<file path="src/rtl/pixel_stream_pkg.sv">
// Shared types and defaults for the pixel stream protocol (source and sink sides).
package pixel_stream_pkg;

    localparam int DEFAULT_SCREEN_WIDTH  = 640;
    localparam int DEFAULT_SCREEN_HEIGHT = 480;
    localparam int DEFAULT_RGB_SIZE      = 24;
    localparam int DEFAULT_COORD_WIDTH   = 32;

    typedef struct packed {
        logic [DEFAULT_RGB_SIZE-1:0] colour;
        logic                        first;
        logic                        last_x;
        logic                        last_y;
    } pixel_beat_t;

    typedef struct packed {
        logic [DEFAULT_RGB_SIZE-1:0]    colour;
        logic [DEFAULT_COORD_WIDTH-1:0] x;
        logic [DEFAULT_COORD_WIDTH-1:0] y;
        logic                           eof;
    } tagged_pixel_t;

    typedef enum logic [0:0] {
        WAIT_SOF = 1'b0,
        ACTIVE   = 1'b1
    } sink_state_e;

endpackage

</file>
<file path="src/rtl/pixel_fifo.sv">
// Small registered FIFO with fall-through head; pointers carry one extra wrap bit
// so full and empty are distinguishable without a separate counter.
module pixel_fifo
    import pixel_stream_pkg::*;
#(
    parameter type entry_t    = tagged_pixel_t,
    parameter int  FIFO_DEPTH = 4
) (
    input  logic   clk,
    input  logic   reset,
    input  logic   push,
    input  entry_t push_data,
    input  logic   pop,
    output entry_t head,
    output logic   full,
    output logic   empty
);

    localparam int AW = $clog2(FIFO_DEPTH);

    entry_t        mem_q [FIFO_DEPTH];
    logic [AW:0]   wr_ptr_q, wr_ptr_d;
    logic [AW:0]   rd_ptr_q, rd_ptr_d;
    logic          do_push, do_pop;

    assign empty   = (wr_ptr_q == rd_ptr_q);
    assign full    = (wr_ptr_q[AW] != rd_ptr_q[AW]) && (wr_ptr_q[AW-1:0] == rd_ptr_q[AW-1:0]);
    assign do_push = push && !full;
    assign do_pop  = pop && !empty;
    assign head    = mem_q[rd_ptr_q[AW-1:0]];

    always_comb begin
        wr_ptr_d = wr_ptr_q;
        rd_ptr_d = rd_ptr_q;
        if (do_push) wr_ptr_d = wr_ptr_q + 1'b1;
        if (do_pop)  rd_ptr_d = rd_ptr_q + 1'b1;
    end

    always_ff @(posedge clk) begin
        if (reset) begin
            wr_ptr_q <= '0;
            rd_ptr_q <= '0;
        end else begin
            wr_ptr_q <= wr_ptr_d;
            rd_ptr_q <= rd_ptr_d;
        end
    end

    always_ff @(posedge clk) begin
        if (do_push) mem_q[wr_ptr_q[AW-1:0]] <= push_data;
    end

endmodule

</file>
<file path="src/rtl/pixel_stream_sink.sv">
// Pixel stream receiver: rebuilds x/y from framing flags and queues tagged pixels.
// Framing checks and error flags are built only when PIXEL_SINK_CHECK_EN is defined.
module pixel_stream_sink
    import pixel_stream_pkg::*;
#(
    parameter int COORD_WIDTH   = 32,
    parameter int RGB_SIZE      = 24,
    parameter int SCREEN_WIDTH  = 640,
    parameter int SCREEN_HEIGHT = 480,
    parameter int FIFO_DEPTH    = 4
) (
    input  logic                   clk,
    input  logic                   reset,
    input  logic                   in_valid,
    output logic                   in_ready,
    input  logic [RGB_SIZE-1:0]    in_colour,
    input  logic                   in_first,
    input  logic                   in_last_x,
    input  logic                   in_last_y,
    output logic                   out_valid,
    input  logic                   out_ready,
    output logic [RGB_SIZE-1:0]    out_colour,
    output logic [COORD_WIDTH-1:0] out_x,
    output logic [COORD_WIDTH-1:0] out_y,
    output logic                   out_eof,
    output logic                   frame_done,
    output logic [15:0]            frame_count,
    output logic                   err_sof,
    output logic                   err_eol,
    output logic                   err_eof
);

    typedef struct packed {
        logic [RGB_SIZE-1:0]    colour;
        logic [COORD_WIDTH-1:0] x;
        logic [COORD_WIDTH-1:0] y;
        logic                   eof;
    } entry_t;

    localparam logic [COORD_WIDTH-1:0] X_LAST = COORD_WIDTH'(SCREEN_WIDTH - 1);
    localparam logic [COORD_WIDTH-1:0] Y_LAST = COORD_WIDTH'(SCREEN_HEIGHT - 1);

    sink_state_e            state_q, state_d;
    logic [COORD_WIDTH-1:0] x_q, x_d, y_q, y_d;
    logic                   frame_done_q, frame_done_d;
    logic [15:0]            frame_count_q, frame_count_d;

    logic                   fifo_full, fifo_empty, accept, write_beat;
    logic                   restart, at_eol, at_final;
    logic [COORD_WIDTH-1:0] cur_x, cur_y;
    logic                   sof_resync, eol_mark;
    entry_t                 wr_entry, head;

    assign in_ready   = !fifo_full;
    assign accept     = in_valid && in_ready;
    assign write_beat = accept && (state_q == ACTIVE || in_first);

`ifdef PIXEL_SINK_CHECK_EN
    assign sof_resync = in_first;
    assign eol_mark   = in_last_x;
`else
    logic unused_framing;
    assign sof_resync     = 1'b0;
    assign eol_mark       = 1'b0;
    assign unused_framing = ^{in_last_x, in_last_y};
`endif

    always_comb begin
        state_d       = state_q;
        x_d           = x_q;
        y_d           = y_q;
        frame_done_d  = 1'b0;
        frame_count_d = frame_count_q;
        restart       = (state_q == WAIT_SOF) || sof_resync;
        cur_x         = restart ? '0 : x_q;
        cur_y         = restart ? '0 : y_q;
        at_eol        = (cur_x == X_LAST);
        at_final      = at_eol && (cur_y == Y_LAST);
        wr_entry      = '{colour: in_colour, x: cur_x, y: cur_y, eof: at_final};
        if (write_beat) begin
            if (at_final) begin
                state_d       = WAIT_SOF;
                x_d           = '0;
                y_d           = '0;
                frame_done_d  = 1'b1;
                frame_count_d = frame_count_q + 16'd1;
            end else if (at_eol || eol_mark) begin
                // An early EOL on the last line restarts that line rather than overrunning the frame.
                state_d = ACTIVE;
                x_d     = '0;
                y_d     = (cur_y == Y_LAST) ? cur_y : cur_y + 1'b1;
            end else begin
                state_d = ACTIVE;
                x_d     = cur_x + 1'b1;
                y_d     = cur_y;
            end
        end
    end

    always_ff @(posedge clk) begin
        if (reset) begin
            state_q       <= WAIT_SOF;
            x_q           <= '0;
            y_q           <= '0;
            frame_done_q  <= 1'b0;
            frame_count_q <= '0;
        end else begin
            state_q       <= state_d;
            x_q           <= x_d;
            y_q           <= y_d;
            frame_done_q  <= frame_done_d;
            frame_count_q <= frame_count_d;
        end
    end

`ifdef PIXEL_SINK_CHECK_EN
    logic err_sof_q, err_sof_d, err_eol_q, err_eol_d, err_eof_q, err_eof_d;

    always_comb begin
        err_sof_d = err_sof_q | (write_beat && state_q == ACTIVE && in_first);
        err_eol_d = err_eol_q | (write_beat && (in_last_x != at_eol));
        err_eof_d = err_eof_q | (write_beat && (in_last_y != at_final));
    end

    always_ff @(posedge clk) begin
        if (reset) begin
            err_sof_q <= 1'b0;
            err_eol_q <= 1'b0;
            err_eof_q <= 1'b0;
        end else begin
            err_sof_q <= err_sof_d;
            err_eol_q <= err_eol_d;
            err_eof_q <= err_eof_d;
        end
    end

    assign err_sof = err_sof_q;
    assign err_eol = err_eol_q;
    assign err_eof = err_eof_q;
`else
    assign err_sof = 1'b0;
    assign err_eol = 1'b0;
    assign err_eof = 1'b0;
`endif

    pixel_fifo #(
        .entry_t    (entry_t),
        .FIFO_DEPTH (FIFO_DEPTH)
    ) u_fifo (
        .clk       (clk),
        .reset     (reset),
        .push      (write_beat),
        .push_data (wr_entry),
        .pop       (out_ready),
        .head      (head),
        .full      (fifo_full),
        .empty     (fifo_empty)
    );

    assign out_valid   = !fifo_empty;
    assign out_colour  = head.colour;
    assign out_x       = head.x;
    assign out_y       = head.y;
    assign out_eof     = head.eof;
    assign frame_done  = frame_done_q;
    assign frame_count = frame_count_q;

endmodule

</file>
<file path="config.mk">
export PLATFORM = sky130hd
export DESIGN_NAME = pixel_stream_sink
export DESIGN_NICKNAME = d
export VERILOG_FILES = /design/src/rtl/pixel_stream_pkg.sv /design/src/rtl/pixel_fifo.sv /design/src/rtl/pixel_stream_sink.sv
export SDC_FILE = /design/constraint.sdc
export NUM_CORES = 1
export LEC_CHECK = 0
export ABC_CLOCK_PERIOD_IN_PS = 4800
export CAP_MARGIN = 30
export CORE_MARGIN = 2
export CORE_UTILIZATION = 25
export CTS_CLUSTER_DIAMETER = 60
export CTS_CLUSTER_SIZE = 40
export DETAILED_ROUTE_END_ITERATION = 8
export HOLD_SLACK_MARGIN = 0.08
export PLACE_DENSITY = 0.38
export SYNTH_ARGS = -nofsm -noshare
export SYNTH_HDL_FRONTEND = slang
export SYNTH_SLANG_ARGS = --single-unit
</file>
<file path="constraint.sdc">
create_clock -name clk -period 4.8 [get_ports clk]
set_input_delay 0.72 -clock clk [delete_from_list [all_inputs] [get_ports clk]]
set_output_delay 0.72 -clock clk [all_outputs]
set_load 0.1 [all_outputs]
</file>
==> results by group, run 1 <==
Floorplanning
  – I/O pin cnt: about 140
  – Initial core utilization: 25.3%
  – Die W: 276 um
  – Area of the core: 73100 sq um
  – Die H: 276 um
  – Row Count: 99
  – Die area: 76100 sq um

Cells and area
  – Share of layout cells above drive strength 1: 16.7%
  – Post-layout util: 31.3%
  – Layout Nets: 1421
  – Syn-to-layout area delta: 23.9%
  – Final instance area: approximately 23000 sq um
  – ANT cells: 0

Timing
  – F_max: 0.247 GHz
  – Slew @ Worst Pin: 1.05 ns
  – Setup TNS: 0 ns
  – WHS: 0.474 ns
  – Final Hold Fails: 0
  – Crit path time final: 4.04 ns
  – Max Slew Vio Count: 0
  – Slew HR: 30.1%
  – Unrepaired setup endpoints after global routing: no
  – Setup violators final: 0
  – Layout Skew: ~0.026 ns
  – Period utilization: 84.2%

Drt
  – Detail Route Antenna Nets: 0
  – DR vias: 11200
  – Vias/cell: 4.71
  – TritonRoute pass-1 iters: 7
  – Detailed Route Iter0 Violations: 640
  – Post-route DRC: 10
  – DR WL/cell: 21.1 um
  – Total Routed Length: 50.0 mm

Placed design
  – GP Congestion: 0.804
  – Post-DP Area: approximately 21000 sq um
  – Port buffer count: ~140
  – Post-detail-place hpwl: 31.6 mm

Clocking
  – CTS sink cnt: roughly 450
  – Hold buffers post-CTS: 0
  – CTS H-tree lvls: 2
  – Worst skew pair latency: approximately 0.60 ns
  – Post-CTS Resized: 0
  – CTS buffer count: 43
  – Clock transition at path regs: 0.08 ns
  – Clock buffer depth: 3
  – CTS tree: yes
  – Post-CTS setup buffers: 0
  – Root Buffer: clkbuf_16

Logic synthesis
  – Cell area after synthesis: 18500 sq um
  – Share of the synthesized area in the top cell type: between 50% and 60%
  – Post-synthesis cell count: 1230
  – Mean Syn Cell Area: 15.0 sq um
  – Synth warn: 0
  – EDFF count, synth: approximately 360
  – Synth area leaders: edfxtp_1 58%, mux4_2 11%, dfxtp_1 9.8%
  – Async set-reset flop share out of synthesis: 0%
  – Ys flop type: edfxtp_1
  – Top cells by count, synth: 356 x edfxtp_1, 90 x dfxtp_1, 89 x mux4_2
  – Top cell type by total area after synthesis: edfxtp_1
  – Count of different cell masters after synthesis: 62
  – Count leader, synth: edfxtp_1
  – Sequential area share after synthesis: 67.6%
  – Flops & latches, synth: 446

Worst setup path
  – Critical Path AT: 3.32 ns
  – Worst setup path class: reg -> out
  – Worst-path maximum fanout: 24
  – Worst setup EP type: output port
  – Crit path launch type: flop
  – R2R depth: 8
  – Critical path required time: 4.08 ns

Outcome
  – Failing checks: design-rule violations
  – Run status: finished, violations left

Min path
  – Cell depth of the worst hold path: 2
  – Worst hold path type: reg -> reg

Global route
  – Vias in the first global route: approximately 11000
  – GRT Util Overall: 13.0%
  – Largest net degree at the start of global routing: 90
  – Number of antenna violations at the first check in global routing: 1
  – Global-route wire length before repair: 74.0 mm
  – GRT overflow: 0

Power
  – Pleak: 7.34 nW
  – PwrDens: 439 nW/um^2
  – Worst vdd ir: around 0.25 mV

Flow run
  – Max Cap Violations: 0
cell families (layout without fill, tap and decap cells):
family / Yosys count / in the layout / synth area share [%]
DFF: 446 / 446 / 67.6
other: 1 / 3 / 0.0203
AOI/OAI and AO/OA: 155 / 155 / 5.14
buffers and inverters: 97 / 282 / 2.11
adders and majority gates: 8 / 8 / 0.542
xor gates and xnor gates: 16 / 16 / 0.759
and+or+nand+nor: 402 / 402 / 12.1
muxes: 105 / 105 / 11.7
placed cells by master (no fill, tap or decap), types with 5 or more instances in the layout:
master | netlist | final
dfxtp_1 | 90 | 87
buf_12 | 0 | 8
a21oi_1 | 54 | 54
and3_1 | 13 | 13
clkinv_8 | 0 | 5
o31ai_1 | 7 | 7
a31oi_1 | 7 | 6
mux4_2 | 89 | 89
o21ai_0 | 41 | 41
nor3_1 | 22 | 22
nand3_1 | 56 | 56
nor2_1 | 50 | 49
and4_1 | 11 | 11
or4_1 | 12 | 12
a22oi_1 | 6 | 6
inv_8 | 0 | 6
mux2i_1 | 14 | 14
xnor2_1 | 9 | 9
clkbuf_16 | 0 | 45
inv_1 | 23 | 23
nand4_1 | 30 | 30
nor2b_1 | 6 | 6
clkdlybuf4s50_1 | 0 | 134
edfxtp_1 | 356 | 356
nor4b_1 | 6 | 6
ha_1 | 8 | 8
and2_1 | 62 | 58
inv_12 | 0 | 5
xor2_1 | 7 | 7
buf_16 | 0 | 7
nor4_1 | 27 | 27
buf_4 | 5 | 28
or3_1 | 18 | 18
nand2_1 | 72 | 72
final timing paths:
path | slack [ns] | to | from
worst max-delay path | 0.76 | out_colour[4] | flop
worst min-delay path | 0.47 | x_q[1] | x_q[1]
worst max register to register | 1.21 | frame_count[6] | state_q
worst min register to register | 0.47 | x_q[1] | x_q[1]
flip-flops by register name, indices dropped and copies added (netlist names), named ones only:
signal	cells
frame_count	16
state_q	1
u_fifo.rd_ptr_q	3
u_fifo.wr_ptr_q	3
frame_done	1
x_q	32
y_q	32
u_fifo.mem_q	356
per-layer routing:
metal	wire length [um]	GRT usage, %
met5	14	0
met4	912	3.35
met3	2240	2.21
met2	25300	22.9
met1	21600	16.6
worst max-delay path, cell delays in order (launching register included):
cell	delay, ns
dfxtp_4	0.71
buf_4	0.43
mux4_2	0.56
clkdlybuf4s50_1	0.99
where the power goes:
group | switching [mW] | internal [mW]
clock network | 1.77 | 1.90
registers | 0.0652 | 4.22
logic | 1.49 | 0.598
total | 3.32 | 6.72
stage by stage:
stage / instances / power (mW) / worst slack (ns)
after floorplan: 1232 / 5.92 / 0.689
after global placement: 2287 / 6.44 / 1.10
after global routing: 2376 / 10.4 / 0.531
after detailed placement: 2295 / 6.50 / 1.09
after CTS: 2375 / 10.2 / 0.607
final: 2376 / 10.0 / 0.758
layout make-up:
class	count	area, sq um
clock inverter	34	417
clock buffer	46	1130
fill	7262	50200
sequential	446	12500
timing repair buffer	179	1920
multi-input combinational	689	5630
tap	959	1200
inverter	23	86.3
Power figures use the tool's default switching activity.
==> run 2: changes to the inputs <==
ABC_CLOCK_PERIOD_IN_PS = 3280   (was 4800)
PLACE_DENSITY = 0.39   (was 0.38)
clock period = 3.28 ns   (was 4.8 ns; I/O delays follow)
==> results by group, run 2 (synthesis results as in run 1) <==
Clocking
  – Post-CTS Resized: 0 (unchanged)
  – Clock transition at path regs: 0.07 ns (was 0.08 ns)
  – Root Buffer: clkbuf_16 (unchanged)
  – Hold buffers post-CTS: 0 (unchanged)
  – CTS H-tree lvls: 2 (unchanged)
  – Clock buffer depth: 3 (unchanged)
  – Post-CTS setup buffers: 0 (unchanged)
  – Worst skew pair latency: 0.58 ns (was 0.60 ns)
  – CTS tree: yes (unchanged)
  – CTS sink cnt: 446 (unchanged)
  – CTS buffer count: 42 (was 43)

Power
  – Net Sw Frac: 32.1% (was 33.1%)
  – P_int: 9.89 mW (was 6.72 mW)
  – Switching power: 4.68 mW (was 3.32 mW)
  – Clock network fraction of total power: 36.6% (about the same)
  – Worst vdd ir: 0.306 mV (was 0.246 mV)
  – Pleak: 7.51 nW (was 7.34 nW)
  – Sequential power share: 42.9% (was 42.6%)
  – PwrDens: 640 nW/um^2 (was 439 nW/um^2)
  – Comb pwr share: 20.6% (was 20.8%)

Drt
  – Total Routed Length: 48.7 mm (was 50.0 mm)
  – Detail Route Antenna Nets: 0 (unchanged)
  – TritonRoute pass-1 iters: 7 (unchanged)
  – DR WL/cell: 20.3 um (was 21.1 um)
  – Vias/cell: 4.65 (was 4.71)
  – Post-route DRC: 12 (was 10)
  – DR vias: 11100 (was 11200)
  – Detailed Route Iter0 Violations: 657 (was 640)

Worst setup path
  – Crit path launch type: flop (unchanged)
  – Critical R2R Launch: y_q[0] (was state_q)
  – Worst path slowest cell: or4_1 (was clkdlybuf4s50_1)
  – Worst-path maximum fanout: 12 (was 24)
  – CP top delay family: simple AND/OR/NAND/NOR gates (was buffers and inverters)
  – CP Cell Sequence: and2_1 -> ha_1 -> and4_1 -> nand3_1 -> nor3_2 -> nand4_2 -> or4_1 -> a21oi_1 (was buf_4 -> mux4_2 -> clkdlybuf4s50_1)
  – Crit path from: y_q[0]
  – Critical path required time: 3.77 ns (was 4.08 ns)
  – Critical Path AT: 3.41 ns (was 3.32 ns)
  – WP buf/inv: 0 (was 2)
  – Slowest stage delay, CP: 0.50 ns (was 0.99 ns)
  – Worst setup path class: reg -> reg (was reg -> out)
  – Worst setup EP type: flop (was output port)

Global route
  – Global-route wire length before repair: 73.3 mm (was 74.0 mm)
  – Largest net degree at the start of global routing: 61 (was 90)
  – GRT overflow: 0 (unchanged)
  – GRT Util Overall: 12.7% (was 13.0%)
  – Vias in the first global route: 11500 (was 11400)
  – Number of antenna violations at the first check in global routing: 1 (unchanged)

Timing
  – Unrepaired setup endpoints after global routing: no (unchanged)
  – Slew @ Worst Pin: 0.989 ns (was 1.05 ns)
  – Setup TNS: 0 ns (unchanged)
  – F_max: 0.342 GHz
  – Period utilization: between 80% and 90%
  – Setup violators final: 0 (unchanged)
  – Max Slew Vio Count: 0 (unchanged)
  – Final Hold Fails: 0 (unchanged)
  – WHS: 0.339 ns (was 0.474 ns)
  – Layout Skew: 0.0218 ns (was 0.0255 ns)
  – Slew HR: 33.9% (was 30.1%)
  – Crit path time final: around 2.9 ns

Min path
  – Hold_sp: reset (was x_q[1])
  – Worst hold path type: in -> reg (was reg -> reg)

Cells and area
  – Multi-input combinational cell area: 5630 sq um (about the same)
  – Most frequent cells in the layout: 356 x edfxtp_1, 150 x buf_4, 89 x mux4_2 (was 356 x edfxtp_1, 134 x clkdlybuf4s50_1, 89 x mux4_2)
  – Most common cell after layout, fill and taps aside: edfxtp_1 (unchanged)
  – Layout Nets: 1444 (was 1421)
  – ANT cells: 0 (unchanged)
  – Post-layout util: 31.1% (was 31.3%)
  – Max reg flops: 356 (unchanged)
  – Syn-to-layout area delta: 23.2% (was 23.9%)
  – Sequential Area: 12500 sq um (unchanged)
  – Fillers: 7211 (was 7262)
  – Share of layout cells above drive strength 1: 24.9% (was 16.7%)

Floorplanning
  – Area of the core: 73100 sq um (unchanged)
  – Die area: 76100 sq um (unchanged)
  – Die W: 276 um (unchanged)
  – I/O pin cnt: 142 (unchanged)
  – Initial core utilization: 25.3% (unchanged)
  – Die H: 276 um (unchanged)
  – Row Count: 99 (unchanged)

Outcome
  – Run status: finished, violations left (unchanged)
  – Failing checks: design-rule violations (unchanged)

Placed design
  – GP Congestion: 0.800 (was 0.804)
  – Post-detail-place hpwl: 32.6 mm (was 31.6 mm)
  – Port buffer count: 136 (unchanged)

Flow run
  – Max Cap Violations: 0 (unchanged)
-- run 2: changes by cell type in the layout (fill, tap and decap cells not counted), moves of 2 or more --
cell	previous run	this run
buf_4	28	150
clkdlybuf4s50_1	134	36
buf_12	8	16
buf_16	7	0
bufinv_16	1	5
inv_12	5	2
inv_16	3	0
inv_6	4	7
clkbuf_16	45	43
clkinv_2	4	2
clkinv_8	5	3
inv_8	6	8
-- run 2: metrics by stage --
stage	setup slack (ns)	std cells	area [sq um]	power, mW
2_1_floorplan	-0.0117	1232	18500	8.66
3_3_place_gp	0.340	2319	21200	9.43
3_5_place_dp	0.271	2320	21200	9.43
4_1_cts	0.291	2397	22800	14.9
5_1_grt	0.0864	2397	22800	15.1
6_report	0.360	2397	22800	14.6
-- run 2: power groups by stage --
stage	Combinational [mW]	Clock (mW)	Sequential (mW)
floorplan	2.34	0	6.32
global placement	3.06	0	6.38
detailed placement	3.05	0	6.38
CTS	3.06	5.55	6.25
global route	3.12	5.75	6.26
finish	3.00	5.32	6.25
-- run 2: layout make-up --
type | count | area share (%)
Sequential cell | 446 | 54.9
Multi-Input combinational cell | 689 | 24.8
Timing Repair Buffer | 203 | 7.96
Tap cell | 959 | 5.27
Clock buffer | 43 | 4.73
Clock inverter | 34 | 1.94
Inverter | 23 | 0.379
-- run 2: worst paths after layout --
| check | end | slack, ns | cells past startpoint |
|---|---|---|---|
| min | flop | 0.34 | 2 |
| max | frame_count[14] | 0.36 | 8 |
| min reg2reg | x_q[1] | 0.48 | 2 |
| max reg2reg | frame_count[14] | 0.36 | 8 |
-- run 2: worst reg2reg max path: stages (launching register included) --
cell	delay [ns]
dfxtp_1	0.46
and2_1	0.26
ha_1	0.26
and4_1	0.34
nand3_1	0.12
nor3_2	0.39
nand4_2	0.37
or4_1	0.50
a21oi_1	0.16
-- run 2: routing by layer --
metal | vias to the layer above | global-route usage (%) | wire length, um
met1 | 5667 | 16.9 | 21900
met5 | - | 0 | 12
li1 | 5215 | - | -
met2 | 210 | 21.2 | 23200
met4 | 2 | 2.82 | 778
met3 | 45 | 2.91 | 2790
==> run 3: changes to the inputs <==
ABC_CLOCK_PERIOD_IN_PS = not set   (was 3280)
TNS_END_PERCENT = 30   (was not set)
==> results by group, run 3 (synthesis results as in run 1) <==
Outcome
  – Run status: finished, violations left (unchanged)
  – Failing checks: design-rule violations (unchanged)

Global route
  – GR Util met1: 16.8% (was 16.9%)
  – Number of antenna violations at the first check in global routing: 1 (unchanged)
  – Grt met3 use: 2.27% (was 2.91%)
  – Global-route wire length before repair: 74.9 mm (was 73.3 mm)
  – Largest net degree at the start of global routing: 68 (was 61)
  – Vias in the first global route: 11700 (was 11500)
  – GRT Util Overall: 13.1% (was 12.7%)
  – Busiest grt layer: met2 (unchanged)
  – GRT met2 Usage: 22.8% (was 21.2%)
  – GRT overflow: 0 (unchanged)

Worst setup path
  – Critical Path AT: 3.51 ns (was 3.41 ns)
  – Worst-path maximum fanout: 44 (was 12)
  – Critical path required time: 3.77 ns (about the same)
  – Worst path slowest cell: or4_1 (unchanged)
  – CP Cell Sequence: buf_12 -> and2_1 -> ha_1 -> and4_1 -> nand3_1 -> nor3_2 -> buf_4 -> nand4_2 -> or4_1 -> a21oi_1 (was and2_1 -> ha_1 -> and4_1 -> nand3_1 -> nor3_2 -> nand4_2 -> or4_1 -> a21oi_1)
  – Critical R2R Launch: state_q (was y_q[0])
  – Slowest stage delay, CP: 0.49 ns (was 0.50 ns)
  – R2R depth: 10 (was 8)
  – R2R setup slack: 0.27 ns (was 0.36 ns)
  – Worst setup path class: reg -> reg (unchanged)
  – Worst setup EP type: flop (unchanged)
  – Reg-to-Reg End: frame_count[6] (was frame_count[14])
  – Crit path launch type: flop (unchanged)

Clocking
  – Post-CTS Resized: 0 (unchanged)
  – Hold buffers post-CTS: 0 (unchanged)
  – Worst skew pair latency: 0.59 ns (was 0.58 ns)
  – Clock buffer depth: 3 (unchanged)
  – Root Buffer: clkbuf_16 (unchanged)
  – CTS buffer count: 44 (was 42)
  – CTS tree: yes (unchanged)
  – CTS H-tree lvls: 2 (unchanged)
  – Clock transition at path regs: 0.08 ns (was 0.07 ns)
  – Post-CTS setup buffers: 0 (unchanged)
  – CTS sink cnt: 446 (unchanged)

Floorplanning
  – Die H: 276 um (unchanged)
  – Initial core utilization: 25.3% (unchanged)
  – Row Count: 99 (unchanged)
  – Area of the core: 73100 sq um (unchanged)
  – I/O pin cnt: 142 (unchanged)
  – Die area: 76100 sq um (unchanged)
  – Die W: 276 um (unchanged)

Power
  – Comb pwr share: 21.1% (was 20.6%)
  – Net Sw Frac: 32.6% (was 32.1%)
  – Sequential power share: 41.8% (was 42.9%)
  – Worst vdd ir: 0.301 mV (was 0.306 mV)
  – P_int: 10.1 mW (was 9.89 mW)
  – Clock network fraction of total power: 37.1% (was 36.6%)
  – PwrDens: 642 nW/um^2 (was 640 nW/um^2)
  – Pleak: 7.71 nW (was 7.51 nW)
  – Switching power: 4.86 mW (was 4.68 mW)

Cells and area
  – Multi-input combinational cell area: 5610 sq um (was 5630 sq um)
  – Layout Nets: 1457 (was 1444)
  – Fillers: 7267 (was 7211)
  – Most common cell after layout, fill and taps aside: edfxtp_1 (unchanged)
  – Final instance area: 23200 sq um (was 22800 sq um)
  – Share of layout cells above drive strength 1: 25.6% (was 24.9%)
  – Sequential Area: 12500 sq um (unchanged)
  – Post-layout util: 31.8% (was 31.1%)
  – Syn-to-layout area delta: 25.7% (was 23.2%)
  – Non-Filler Instances: 2414 (was 2397)
  – Most frequent cells in the layout: 356 x edfxtp_1, 136 x buf_4, 89 x mux4_2 (was 356 x edfxtp_1, 150 x buf_4, 89 x mux4_2)
  – Max reg flops: 356 (unchanged)

Drt
  – DR WL/cell: 20.7 um (was 20.3 um)
  – DR vias: 11300 (was 11100)
  – TritonRoute pass-1 iters: 7 (unchanged)
  – Vias/cell: 4.67 (was 4.65)
  – Detailed Route Iter0 Violations: 690 (was 657)
  – Detail Route Antenna Nets: 0 (unchanged)
  – Total Routed Length: 50.0 mm (was 48.7 mm)
  – Post-route DRC: 26 (was 12)

Timing
  – Layout Skew: 0.0336 ns (was 0.0218 ns)
  – Unrepaired setup endpoints after global routing: no (unchanged)
  – Crit path time final: 3.01 ns (was 2.92 ns)
  – Setup violators final: 0 (unchanged)
  – Slew @ Worst Pin: 0.971 ns (was 0.989 ns)
  – Period utilization: 91.8% (was 89.0%)
  – F_max: 0.332 GHz (was 0.342 GHz)
  – Max Slew Vio Count: 0 (unchanged)
  – Slew HR: 35.0% (was 33.9%)
  – Final Hold Fails: 0 (unchanged)

Placed design
  – Dpl cells: 2331 (was 2320)
  – Port buffer count: 136 (unchanged)
  – GP Congestion: 0.811 (was 0.800)
  – Post-DP Area: 21600 sq um (was 21200 sq um)
  – Post-detail-place hpwl: 32.7 mm (was 32.6 mm)

Min path
  – Hold_sp: x_q[1] (was reset)
  – Worst hold path type: reg -> reg (was in -> reg)
  – Cell depth of the worst hold path: 2 (unchanged)
  – Hold EP: x_q[1]

Flow run
  – Max Cap Violations: 0 (unchanged)
run 3: worst max path at each step:
stage                                     to      from  slack [ns]
final                         frame_count[6]   state_q        0.27
after global routing          frame_count[8]   state_q        0.02
after CTS                     frame_count[6]   state_q        0.29
after detailed placement      frame_count[6]  in_first        0.25
after global placement       frame_count[10]  in_first        0.25
after floorplan           u_fifo.mem_q[0][0]  in_valid       -0.60
run 3: worst max-delay path: cells and delay by family, from the launching register on:
| kind | cells | cell delay, ns |
|---|---|---|
| adders and majority gates | 1 | 0.24 |
| AOI/OAI and AO/OA | 1 | 0.16 |
| DFF | 1 | 0.46 |
| buffers and inverters | 2 | 0.44 |
| and+or+nand+nor | 6 | 1.63 |
run 3: cell type report:
class	count	area share [%]
Antenna cell	1	0.0108
Clock inverter	36	1.95
Clock buffer	46	4.96
Multi-Input combinational cell	689	24.2
Sequential cell	446	53.9
Inverter	23	0.372
Tap cell	959	5.17
Timing Repair Buffer	214	9.51
run 3: routing by layer:
layer	vias up	share of wire [%]
li1	5247	-
met1	5721	43
met2	231	50
met3	69	4.6
met4	2	2.1
met5	-	0.020
run 3: power groups by stage:
stage | registers, mW | clock network, mW | logic (mW)
2_1_floorplan | 6.33 | 0 | 2.33
3_3_place_gp | 6.37 | 0 | 3.22
3_5_place_dp | 6.37 | 0 | 3.22
4_1_cts | 6.24 | 5.75 | 3.22
5_1_grt | 6.25 | 5.93 | 3.28
6_report | 6.24 | 5.52 | 3.15
run 3: metrics by stage:
stage / power, mW / TNS (ns) / hold slack (ns) / setup WS, ns
after floorplan: 8.66 / -99.78 / 0.441 / -0.602
after detailed placement: 9.59 / 0 / 0.468 / 0.252
final: 14.9 / 0 / 0.475 / 0.268
after global placement: 9.58 / 0 / 0.453 / 0.249
after global routing: 15.5 / 0 / 0.493 / 0.0246
after CTS: 15.2 / 0 / 0.479 / 0.290
